[config.mk]
export PLATFORM = sky130hd
export DESIGN_NAME = wb_write_arbiter
export DESIGN_NICKNAME = d
export VERILOG_FILES = /design/src/rtl/wb_write_arbiter.sv
export SDC_FILE = /design/constraint.sdc
export NUM_CORES = 1
export LEC_CHECK = 0
export CORE_MARGIN = 2
export CORE_UTILIZATION = 53
export CTS_CLUSTER_DIAMETER = 120
export DETAILED_ROUTE_END_ITERATION = 8
export PLACE_DENSITY = 0.81
export SETUP_SLACK_MARGIN = 0.2
export SLEW_MARGIN = 25
export SYNTH_ARGS = -nofsm -noshare
export SYNTH_HDL_FRONTEND = slang
export SYNTH_SLANG_ARGS = --single-unit
export TNS_END_PERCENT = 5
[constraint.sdc]
create_clock -name clk -period 3 [get_ports clk]
set_input_delay 0.6 -clock clk [delete_from_list [all_inputs] [get_ports clk]]
set_output_delay 0.6 -clock clk [all_outputs]
set_load 0.02 [all_outputs]
[src/rtl/wb_write_arbiter.sv]
// Purpose: merges ALU and load results into the register file's single write port,
//          buffering them in order and forwarding pending data to the read ports.
// Latency: 1 edge via bypass when the queue is empty, else 1 + entries ahead; stall when count > DEPTH-2.
//
// Optional feature macro: WB_FORWARD_EN (read-port forwarding search; tied off when undefined).
//
// Ports:
//   clk, reset                 - rising-edge clock, synchronous active-high reset
//   memValid/memAddr/memData   - load result (older in program order when both fire)
//   aluValid/aluAddr/aluData   - ALU result
//   stall                      - producers must hold off their valids this cycle
//   writeEnable/writeAddr/d    - registered register file write port
//   ra, rb                     - snooped register file read addresses
//   fwdAHit/fwdA, fwdBHit/fwdB - youngest pending write matching ra / rb
//   overflow                   - sticky: a valid arrived while stall was high
module wb_write_arbiter #(
    parameter int DATA_W = 16,
    parameter int ADDR_W = 3,
    parameter int DEPTH  = 4
) (
    input  logic              clk,
    input  logic              reset,
    input  logic              memValid,
    input  logic [ADDR_W-1:0] memAddr,
    input  logic [DATA_W-1:0] memData,
    input  logic              aluValid,
    input  logic [ADDR_W-1:0] aluAddr,
    input  logic [DATA_W-1:0] aluData,
    output logic              stall,
    output logic              writeEnable,
    output logic [ADDR_W-1:0] writeAddr,
    output logic [DATA_W-1:0] d,
    input  logic [ADDR_W-1:0] ra,
    input  logic [ADDR_W-1:0] rb,
    output logic              fwdAHit,
    output logic              fwdBHit,
    output logic [DATA_W-1:0] fwdA,
    output logic [DATA_W-1:0] fwdB,
    output logic              overflow
);

    localparam int PTR_W = $clog2(DEPTH);
    localparam int CNT_W = $clog2(DEPTH + 1);

    logic [ADDR_W-1:0] q_addr_q [DEPTH];
    logic [ADDR_W-1:0] q_addr_d [DEPTH];
    logic [DATA_W-1:0] q_data_q [DEPTH];
    logic [DATA_W-1:0] q_data_d [DEPTH];
    logic [PTR_W-1:0]  head_q, head_d;
    logic [PTR_W-1:0]  tail_q, tail_d;
    logic [CNT_W-1:0]  count_q, count_d;
    logic              we_q, we_d;
    logic [ADDR_W-1:0] waddr_q, waddr_d;
    logic [DATA_W-1:0] wdata_q, wdata_d;
    logic              overflow_q, overflow_d;

    logic              mem_acc, alu_acc;
    logic              push_mem, push_alu, pop;
    logic [PTR_W-1:0]  wr_ptr;
    logic [CNT_W-1:0]  n_enq;

    // Stall leaves room for two enqueues even if nothing drains, so full is never reached.
    assign stall = (count_q > CNT_W'(DEPTH - 2));

    always_comb begin
        mem_acc    = memValid & ~stall;
        alu_acc    = aluValid & ~stall;
        overflow_d = overflow_q | ((memValid | aluValid) & stall);

        q_addr_d = q_addr_q;
        q_data_d = q_data_q;
        head_d   = head_q;
        we_d     = 1'b0;
        waddr_d  = waddr_q;
        wdata_d  = wdata_q;
        push_mem = 1'b0;
        push_alu = 1'b0;
        pop      = 1'b0;

        if (count_q != '0) begin
            // Older entries drain first; new results join behind them.
            pop      = 1'b1;
            we_d     = 1'b1;
            waddr_d  = q_addr_q[head_q];
            wdata_d  = q_data_q[head_q];
            head_d   = head_q + PTR_W'(1);
            push_mem = mem_acc;
            push_alu = alu_acc;
        end else if (mem_acc) begin
            // Empty queue: the load bypasses, an ALU result in the same cycle waits one slot.
            we_d     = 1'b1;
            waddr_d  = memAddr;
            wdata_d  = memData;
            push_alu = alu_acc;
        end else if (alu_acc) begin
            we_d    = 1'b1;
            waddr_d = aluAddr;
            wdata_d = aluData;
        end

        // Mem is written before alu so the load keeps its program-order position.
        wr_ptr = tail_q;
        n_enq  = '0;
        if (push_mem) begin
            q_addr_d[wr_ptr] = memAddr;
            q_data_d[wr_ptr] = memData;
            wr_ptr           = wr_ptr + PTR_W'(1);
            n_enq            = n_enq + CNT_W'(1);
        end
        if (push_alu) begin
            q_addr_d[wr_ptr] = aluAddr;
            q_data_d[wr_ptr] = aluData;
            wr_ptr           = wr_ptr + PTR_W'(1);
            n_enq            = n_enq + CNT_W'(1);
        end
        tail_d  = wr_ptr;
        count_d = count_q + n_enq - CNT_W'(pop);
    end

    always_ff @(posedge clk) begin
        if (reset) begin
            for (int i = 0; i < DEPTH; i++) begin
                q_addr_q[i] <= '0;
                q_data_q[i] <= '0;
            end
            head_q     <= '0;
            tail_q     <= '0;
            count_q    <= '0;
            we_q       <= 1'b0;
            waddr_q    <= '0;
            wdata_q    <= '0;
            overflow_q <= 1'b0;
        end else begin
            q_addr_q   <= q_addr_d;
            q_data_q   <= q_data_d;
            head_q     <= head_d;
            tail_q     <= tail_d;
            count_q    <= count_d;
            we_q       <= we_d;
            waddr_q    <= waddr_d;
            wdata_q    <= wdata_d;
            overflow_q <= overflow_d;
        end
    end

    assign writeEnable = we_q;
    assign writeAddr   = waddr_q;
    assign d           = wdata_q;
    assign overflow    = overflow_q;

`ifdef WB_FORWARD_EN
    logic [PTR_W-1:0] fa_idx, fb_idx;

    // Scan oldest to youngest (output register, then head..tail-1); later
    // matches overwrite earlier ones so the youngest pending data wins.
    always_comb begin
        fwdAHit = 1'b0;
        fwdA    = '0;
        fwdBHit = 1'b0;
        fwdB    = '0;
        fa_idx  = head_q;
        fb_idx  = head_q;
        if (we_q && (waddr_q == ra)) begin
            fwdAHit = 1'b1;
            fwdA    = wdata_q;
        end
        if (we_q && (waddr_q == rb)) begin
            fwdBHit = 1'b1;
            fwdB    = wdata_q;
        end
        for (int i = 0; i < DEPTH; i++) begin
            fa_idx = head_q + PTR_W'(i);
            fb_idx = head_q + PTR_W'(i);
            if ((CNT_W'(i) < count_q) && (q_addr_q[fa_idx] == ra)) begin
                fwdAHit = 1'b1;
                fwdA    = q_data_q[fa_idx];
            end
            if ((CNT_W'(i) < count_q) && (q_addr_q[fb_idx] == rb)) begin
                fwdBHit = 1'b1;
                fwdB    = q_data_q[fb_idx];
            end
        end
    end
`else
    // Consumers handle hazards themselves; read addresses are not observed.
    logic unused_rd;
    assign unused_rd = ^{ra, rb};
    assign fwdAHit   = 1'b0;
    assign fwdBHit   = 1'b0;
    assign fwdA      = '0;
    assign fwdB      = '0;
`endif

endmodule

==> out/qor.yml, run 1 <==
worst_path_most_repeated_cell: "inv_1"
via_count_of_the_first_global_routing_pass: 5149
post_synth_xor_area_fraction: 0.01059
overall_routing_resource_usage: 0.2765
tritoncts_clock_tree: "done"
antenna_cells: 0
fmax_achieved_ghz: 0.3810
via_density: 6.012
clock_tree.htree_level_count: 3
hold_path_class: "register to register"
yosys_register_bits: 104
clk_pin_slew_worst_paths_ps: 100
post_place_setup_slack_ps: -258.0
globalRouteMet3Util: 0.04479
layout_min_cycle_time_ps: 2625
design.final.nets: 816
overflow: 0
vias: 5387
placement_rows: 37
cpLargestDelayFamily: "adder cells"
cp-start-kind: "input pin"
finalWeightedCongestion: 0.8533
setup_slack_ps: 375.5
slew_violations: 0
number_of_endpoints_failing_setup_at_the_final_stage: 0
drv.max_cap_violation_count: 0
worst_clock_skew_ps: 11.34
grt_antenna_before_repair: 0
worst_hold_margin_ps: 486.5
clock_sinks: 104
register_area_um2: 2082
synth_top_area_share: 0.3670
drive_above_1_share: 0.1000
drt_pre_antenna_iters: 5
critPathMaxStageDelay_ps: 480
critPathBufInv: 4
grt_first_pass_wirelength_mm: 25.00
post_drt_wl_per_cell_um: 17.54
globalRoute.busiestLayer: "met2"
cts_inserted_buffers: 9
met1_usage: 0.3455
ys_top_cells_by_area: "dfxtp_1 37%, nand2_1 14%, a311oi_1 12%"
lkg_pwr_nw: 2.463
status: "complete, no violations"
post_synth_top_area_cell: "dfxtp_1"
clk_path_buf_depth: 2
grt_util_met2: 0.4647
hold_viol_final: 0
synth_fa_ha_area_frac: 0.03000
numPlacedInstances: 880
worst_path_cell_chain: "clkdlybuf4s50_1, nor2b_1, nand3_2, inv_1, ha_1, inv_1, ha_1, inv_1, ha_2, fa_2, xor2_2, xnor2_1, nor2_1"
postCtsSetupBuffers: 0
yosysWarningCount: 0
cpMaxStageDelayCell: "clkdlybuf4s50_1"
dominant_combinational_cell_family_by_area_after_synthesis: "simple AND/OR/NAND/NOR gates"
drt-initial-drc-count: 670
syn_area_per_cell_um2: 8.081
area.growth.synth_to_final_pct: 16.37
worstPathArrival_ps: 2900
power_per_cell_area_nw_per_um2: 848.8
final_power_w: 0.005603
cp_max_fo: 2
die_w_um: 107.5
placement.io_buffers: 63
final_min_period_over_clock_period: 0.8748
setup_repair_after_global_routing_missed_its_margin: "no"
die_area_um2: 11550
top_level_ports: 104
synth_simple_gate_area_frac: 0.2234
synth_mux_area_frac: 0.1127
synthesis.instances: 702
synth_compound_area_frac: 0.1531
insertion_delay_ps: 380
syn_area_um2: 5673
timing.critical_path.required_ps: 3270
crit_path_end_kind: "register"
floorplan.initialDensity: 0.5471
area_occupied_by_multi_input_gates_um2: 3161
core_box_area_um2: 10370
root_buffer_cell: "clkbuf_8"
layout.cells.non_filler: 896
detail_route.wirelength_mm: 15.72
grt_start_max_net_pins: 44
worst_slew_margin_relative_to_its_limit: 0.5714
detail-route-antenna-nets: 0
fp.dieH_um: 107.5
hpwl_mm: 10.14
route.detailed.drc: 0
ir_worst_vdd_v: 0.0003741
synth.distinct_cells: 30
tightestPinTransition_ps: 642.0
final.fill_count: 896
synth-seq-area-share: 0.3670
timing.setup.tns_ps: 0
timing.setup.critical_path_class: "input pin to register"
sequential cells by signal (all words and copies together), names as in the netlist:
name / cells
head_q: 2
writeEnable: 1
q_data_q: 64
d: 16
count_q: 3
overflow: 1
writeAddr: 3
q_addr_q: 12
tail_q: 2
area by class of cell:
type / instances / area share
Clock inverter: 4 / 0.008340
Multi-Input combinational cell: 530 / 0.4788
Inverter: 12 / 0.006823
Clock buffer: 12 / 0.02047
Tap cell: 136 / 0.02578
Sequential cell: 104 / 0.3154
Timing Repair Buffer: 98 / 0.1444
logic make-up (layout without fill, tap and decap cells):
family                   after synthesis  after routing
flip-flops                           104            104
XOR/XNOR                               6              6
buffers and inverters                101            126
other                                  1             34
AO/OA/AOI/OAI                        116            116
AND/OR/NAND/NOR                      321            321
adder cells (fa/ha/maj)               13             13
multiplexers                          40             40
per-layer routing:
layer / share of wire / vias up / wire [µm]
li1: - / 2459 / -
met2: 0.48 / 334 / 7610
met3: 0.099 / 50 / 1563
met4: 0.029 / 0 / 450
met1: 0.39 / 2544 / 6093
met5: 0 / - / 0
worst paths after layout:
kind                           startpoint  slack [ps]  cells past startpoint                      end
setup / recovery                 aluValid         380                     13    count_q[2]$_SDFF_PP0_
hold / removal    q_data_q[56]$_SDFF_PP0_         490                      2  q_data_q[56]$_SDFF_PP0_
setup reg to reg    count_q[0]$_SDFF_PP0_         390                     12    count_q[2]$_SDFF_PP0_
hold reg to reg   q_data_q[56]$_SDFF_PP0_         490                      2  q_data_q[56]$_SDFF_PP0_
report_power, final:
group	internal, W	switching (W)	leakage, nW	total, W
combinational	0.00117	0.00142	1.52	0.00259
clock	0.000391	0.000498	0.0908	0.000888
sequential	0.00181	0.000313	0.849	0.00212
worst min-delay path, delay by kind of cell (launching register included):
| family | cells | cell delay (ps) |
|---|---|---|
| AOI/OAI and AO/OA | 1 | 70 |
| DFF | 1 | 330 |
| and+or+nand+nor | 1 | 50 |
repair_timing:
item / 4_1_cts / 5_1_grt
setup endpoints to repair: 1 / 1
cloned: 0 / 0
resized for setup: 3 / 3
hold buffers: 0 / 0
pin swaps: 2 / 2
Yosys cell counts, drive strengths merged:
| master | n |
|---|---|
| xor2 | 3 |
| mux4 | 19 |
| nor2 | 85 |
| nor3 | 1 |
| mux2 | 1 |
| nand2b | 1 |
| a21oi | 20 |
| o21ai | 19 |
| or3 | 1 |
| mux2i | 20 |
| nand3 | 1 |
| and3b | 5 |
| a311oi | 76 |
| ha | 12 |
| nor2b | 3 |
| xnor2 | 3 |
| buf | 65 |
| inv | 12 |
| fa | 1 |
| and2 | 4 |
| dfxtp | 104 |
| nand2 | 215 |
| clkbuf | 24 |
| nand4 | 4 |
| or2 | 1 |
| a211oi | 1 |
| conb | 1 |
cell usage in the layout (no fill, tap or decap), drive strengths merged, types with 2 or more instances in the layout:
cell           Yosys  final
xnor2              3      3
buf               65     36
a21oi             20     20
mux2i             20     20
dfxtp            104    104
and3b              5      5
o21ai             19     19
clkdlybuf4s50      0     61
mux4              19     19
nand4              4      4
inv               12     12
and2               4      4
clkinv             0      2
a311oi            76     76
nor2b              3      3
clkbuf            24     12
ha                12     12
xor2               3      3
nor2              85     85
nand2            215    215
conb               1     34
per-stage QoR:
stage,instance area [µm²],utilization
final,6601,0.6366
after global routing,6601,0.6366
after CTS,6589,0.6354
after detailed placement,6386,0.6158
after global placement,6386,0.6158
after floorplan,5797,-
(Power assumes the default switching activity.)
==> inputs of run 2 (changes only) <==
- SLEW_MARGIN: 25 -> not set
==> results of run 2 <==
The final DEF is identical to that of run 1; final timing and power are the same.
